==> config.mk <==
export PLATFORM = sky130hd
export DESIGN_NAME = imem_loader
export DESIGN_NICKNAME = d
export VERILOG_FILES = /design/src/rtl/imem_loader.sv
export SDC_FILE = /design/constraint.sdc
export NUM_CORES = 1
export LEC_CHECK = 0
export ABC_AREA = 1
export CAP_MARGIN = 20
export CORE_UTILIZATION = 28
export DETAILED_ROUTE_END_ITERATION = 12
export GPL_TIMING_DRIVEN = 0
export HOLD_SLACK_MARGIN = 0.05
export PLACE_DENSITY_LB_ADDON = 0.05
export SYNTH_ARGS = -nofsm -noshare
export SYNTH_HDL_FRONTEND = slang
export SYNTH_SLANG_ARGS = --single-unit
==> constraint.sdc <==
create_clock -name clk_i -period 4 [get_ports clk_i]
set_input_delay 0.8 -clock clk_i [delete_from_list [all_inputs] [get_ports clk_i]]
set_output_delay 0.8 -clock clk_i [all_outputs]
set_load 0.03 [all_outputs]
==> src/rtl/imem_loader.sv <==
// -----------------------------------------------------------------------------
// imem_loader
// Receives a boot image over a byte stream (valid/ready handshake) and writes
// it into the instruction memory one word at a time. The first byte of a load
// is a header that gives the word count L. After the header come L words of
// N/8 bytes each, most significant byte first. The processor is held in reset
// until a load completes cleanly.
//
// Ports
//   clk_i         rising-edge clock
//   reset_i       asynchronous active-high reset
//   start_i       begin a new load (honoured only in IDLE, DONE or ERR)
//   rx_data_i     incoming byte
//   rx_valid_i    rx_data_i holds a byte
//   rx_ready_o    loader accepts a byte this cycle (HDR and BYTE only)
//   wr_en_o       IMEM write strobe, one cycle per word
//   wr_addr_o     IMEM word address
//   wr_data_o     assembled instruction word
//   cpu_hold_o    keeps the CPU in reset whenever the loader is not in DONE
//   busy_o        load in progress (HDR, BYTE, WRITE)
//   done_o        load completed
//   err_o         header was out of range
//   word_count_o  words written so far in the current load
// -----------------------------------------------------------------------------
module imem_loader #(
  parameter int N    = 32,
  parameter int MAXW = 64,
  localparam int AW  = $clog2(MAXW),
  localparam int CW  = $clog2(MAXW + 1)
) (
  input  logic          clk_i,
  input  logic          reset_i,
  input  logic          start_i,
  input  logic [7:0]    rx_data_i,
  input  logic          rx_valid_i,
  output logic          rx_ready_o,
  output logic          wr_en_o,
  output logic [AW-1:0] wr_addr_o,
  output logic [N-1:0]  wr_data_o,
  output logic          cpu_hold_o,
  output logic          busy_o,
  output logic          done_o,
  output logic          err_o,
  output logic [CW-1:0] word_count_o
);

  localparam int BPW = N / 8;
  localparam int BW  = (BPW > 1) ? $clog2(BPW) : 1;
  localparam logic [BW-1:0] LAST_BYTE = BW'(BPW - 1);

  typedef enum logic [2:0] {
    IDLE,
    HDR,
    BYTE,
    WRITE,
    DONE,
    ERR
  } state_e;

  state_e        state_q, state_d;
  logic [BW-1:0] byte_cnt_q, byte_cnt_d;
  logic [CW-1:0] word_cnt_q, word_cnt_d;
  logic [CW-1:0] len_q, len_d;
  logic [N-1:0]  asm_q, asm_d;
  logic [CW-1:0] word_cnt_inc;

  assign word_cnt_inc = word_cnt_q + CW'(1);

  // State and datapath registers. Reset clears everything, so a load cut
  // short by reset never produces a write strobe for its partial word.
  always_ff @(posedge clk_i or posedge reset_i) begin
    if (reset_i) begin
      state_q    <= IDLE;
      byte_cnt_q <= '0;
      word_cnt_q <= '0;
      len_q      <= '0;
      asm_q      <= '0;
    end else begin
      state_q    <= state_d;
      byte_cnt_q <= byte_cnt_d;
      word_cnt_q <= word_cnt_d;
      len_q      <= len_d;
      asm_q      <= asm_d;
    end
  end

  // Next-state and datapath update. Bytes are consumed only in HDR and BYTE,
  // and only when rx_valid_i is high, because rx_ready_o is high in exactly
  // those states. Any gap in rx_valid_i therefore leaves all state untouched.
  always_comb begin
    state_d    = state_q;
    byte_cnt_d = byte_cnt_q;
    word_cnt_d = word_cnt_q;
    len_d      = len_q;
    asm_d      = asm_q;
    unique case (state_q)
      IDLE, DONE, ERR: begin
        if (start_i) begin
          state_d    = HDR;
          byte_cnt_d = '0;
          word_cnt_d = '0;
          asm_d      = '0;
        end
      end
      HDR: begin
        if (rx_valid_i) begin
          if (rx_data_i == 8'd0 || int'(rx_data_i) > MAXW) begin
            state_d = ERR;
          end else begin
            len_d   = CW'(rx_data_i);
            state_d = BYTE;
          end
        end
      end
      BYTE: begin
        if (rx_valid_i) begin
          // Shift in MSB-first: the first byte ends up in the top byte lane.
          asm_d      = (asm_q << 8) | N'(rx_data_i);
          byte_cnt_d = byte_cnt_q + BW'(1);
          if (byte_cnt_q == LAST_BYTE) begin
            state_d = WRITE;
          end
        end
      end
      WRITE: begin
        word_cnt_d = word_cnt_inc;
        byte_cnt_d = '0;
        state_d    = (word_cnt_inc == len_q) ? DONE : BYTE;
      end
      default: state_d = IDLE;
    endcase
  end

  // Outputs are decoded from the registered state only. The write address
  // comes straight from the word counter, which never exceeds L-1 <= MAXW-1
  // while in WRITE.
  always_comb begin
    rx_ready_o   = 1'b0;
    wr_en_o      = 1'b0;
    busy_o       = 1'b0;
    done_o       = 1'b0;
    err_o        = 1'b0;
    cpu_hold_o   = 1'b1;
    wr_addr_o    = word_cnt_q[AW-1:0];
    wr_data_o    = asm_q;
    word_count_o = word_cnt_q;
    unique case (state_q)
      HDR, BYTE: begin
        rx_ready_o = 1'b1;
        busy_o     = 1'b1;
      end
      WRITE: begin
        wr_en_o = 1'b1;
        busy_o  = 1'b1;
      end
      DONE: begin
        done_o     = 1'b1;
        cpu_hold_o = 1'b0;
      end
      ERR: begin
        err_o = 1'b1;
      end
      default: begin
      end
    endcase
  end

endmodule
==> impl_metrics.yaml <==
power:
  peakVddDrop_uv: 203
  total_power_mw: 1.90
  leakagePower_nw: 1.65
  powerDensity_nw_per_um2: 560
cells_and_area:
  stdcell_area_um2: 3400
  final_nets: 402
  area.growth.synth_to_final_pct: 33.7
  final_cell_mix: "88 x nand2_1, 62 x clkdlybuf4s50_1, 51 x dfrtp_1"
  post-route-util_pct: 38.8
  final_layout_size_suffix_gt1_share_pct: 7.99
  diodes: 0
  final_common_cell: "nand2_1"
  fin_cells: 496
timing:
  fin_skew_ns: 0.0100
  slew_viol_final: 0
  min_period_ns: 2.86
  period_share_pct: 71.5
  max_slew_margin_pct: 52.7
  fin_ws_ns: 1.14
  fmaxAchievable_mhz: 350
  hold_violations: 0
  worst_slew_pin_slew_ns: 0.705
  tns_ns: 0
  fin_hold_ws_ns: 0.488
  setup_violations: 0
  rsz0062_at_grt: "false"
route:
  ant_nets: 0
  wl_mm: 6.81
  num_vias: 2330
  drc: 0
  drtPass1Iterations: 4
  wl_per_cell_um: 13.7
  viasPerCell: 4.70
  drt_iter0_markers: 114
worst_hold_path:
  whs_path_depth: 2
  holdCritPathClass: "register to register"
synth:
  synthDistinctLibCells: 29
  syn-cell-area_um2: 2540
  synth.yosys.seq_area_share_pct: 50.2
  synth_area_leaders: "dfrtp_1 50%, nand2_1 13%, nand3_1 9.2%"
  synth_cells: 318
  syn_avg_cell_area_um2: 8.00
  yosysTopAreaCellShare_pct: 50.2
  synth_largest_area_cell: "dfrtp_1"
  ys_seq_elements: 51
  yosys_warnings: 0
  synth_fp_nets: 332
cts:
  cts_tree: "done"
  cts-root-buf: "clkbuf_8"
  post_cts_resized: 0
  clk_latency_ns: 0.31
  clk_pin_slew_worst_paths_ns: 0.10
  clock_path_buffers: 2
  cts_hold_buffers: 0
  htreeDepth: 2
  clock-sinks: 51
  post_cts_buffers: 0
  cts_made_buffers: 5
worst_setup_path:
  cp_cell_sequence: "inv_1, nand2_1, nor2_1, inv_1, nand2_1, clkdlybuf4s50_1"
  worstSetupPathType: "register to output pin"
  critPathCaptureType: "output pin"
  cp_num_cells: 6
  crit_fanout: 5
  slowest_stage: "clkdlybuf4s50_1"
  reg2regPathDepth: 12
  critPathTopFamily: "buffers and inverters"
  cp-start-kind: "register"
  max_stage_delay_ns: 0.66
  required_ns: 3.20
  arrival_ns: 2.06
  crit_buf_inv: 3
floorplanning:
  start_util_pct: 29.0
  die_x_um: 97.3
  die_y_um: 97.3
  dieArea_um2: 9470
  design.core.area_um2: 8760
  io_pins: 63
  rows: 34
place:
  port_buffers: 62
  post-dp-hpwl_mm: 5.00
  placedInstanceArea_um2: 3320
  dp_slack_ns: 1.22
  gp_congestion: 0.788
  post-place-cells: 489
status:
  status: "finished clean"
global_route:
  grt_max_degree: 31
  antenna_found_initial: 0
  grt_pass1_wl_mm: 11.4
  grt_pass1_vias: 2195
  grtUsageTotal_pct: 15.1
  gr-total-overflow: 0
job:
  max_cap_violations: 0
## registers in the layout, summed over array words and instances, names as in the netlist
register / count
len_q: 7
wr_data_o: 32
word_count_o: 7
state_q: 3
byte_cnt_q: 2
## synthesized netlist by cell type (all sizes together)
cell type / n
nor2: 11
xnor2: 1
nand3b: 2
clkinv: 1
clkbuf: 4
nor3: 4
xor2: 1
nand2: 90
nand3: 47
inv: 29
or2: 1
buf: 15
a21oi: 1
nand4: 4
o22ai: 4
o21ai: 49
dfrtp: 51
ha: 2
o21a: 1
## per-layer routing
layer	up-vias	GRT usage, %	wire [um]
met1	1099	23.2	3570
met5	-	0	0
met2	48	21.4	2890
met4	0	4.41	78
li1	1176	-	-
met3	7	2.88	268
## worst min-delay path: cells and delay by family (launching register included)
family | cells | cell delay (ns)
and+or+nand+nor | 2 | 0.11
DFF | 1 | 0.35
## worst paths after layout
kind / from / slack (ns) / endpoint
max reg2reg: word_count_o[0] / 2.10 / state_q[1]
min in group asynchronous: reset_i / 0.84 / byte_cnt_q[1]
max: state_q[2] / 1.14 / rx_ready_o
min reg2reg: state_q[2] / 0.49 / state_q[2]
max in group asynchronous: reset_i / 2.61 / wr_data_o[1]
min: state_q[2] / 0.49 / state_q[2]
## final cells by class
| type | count | area, um2 |
|---|---|---|
| inverters | 30 | 113 |
| well taps | 108 | 135 |
| plain buffers | 19 | 123 |
| multi-input cells | 218 | 1030 |
| repair buffers | 63 | 641 |
| fillers | 963 | 5360 |
| flip-flops and latches | 51 | 1280 |
| clock buffers | 5 | 68.8 |
| clock inverters | 2 | 13.8 |
## report_power, final
part / switching, mW / internal (mW)
Combinational: 0.597 / 0.320
Sequential: 0.0876 / 0.599
Clock: 0.180 / 0.120
Total: 0.865 / 1.04
## logic make-up after synthesis
logic type      Yosys count  share of synthesized area, %
simple gates            159                          27.6
compound gates           55                          11.3
flops                    51                          50.2
buf+inv                  49                          9.25
xor+xnor                  2                         0.689
fa+ha+maj                 2                         0.984
No activity file was read; power rests on OpenSTA's default activity.
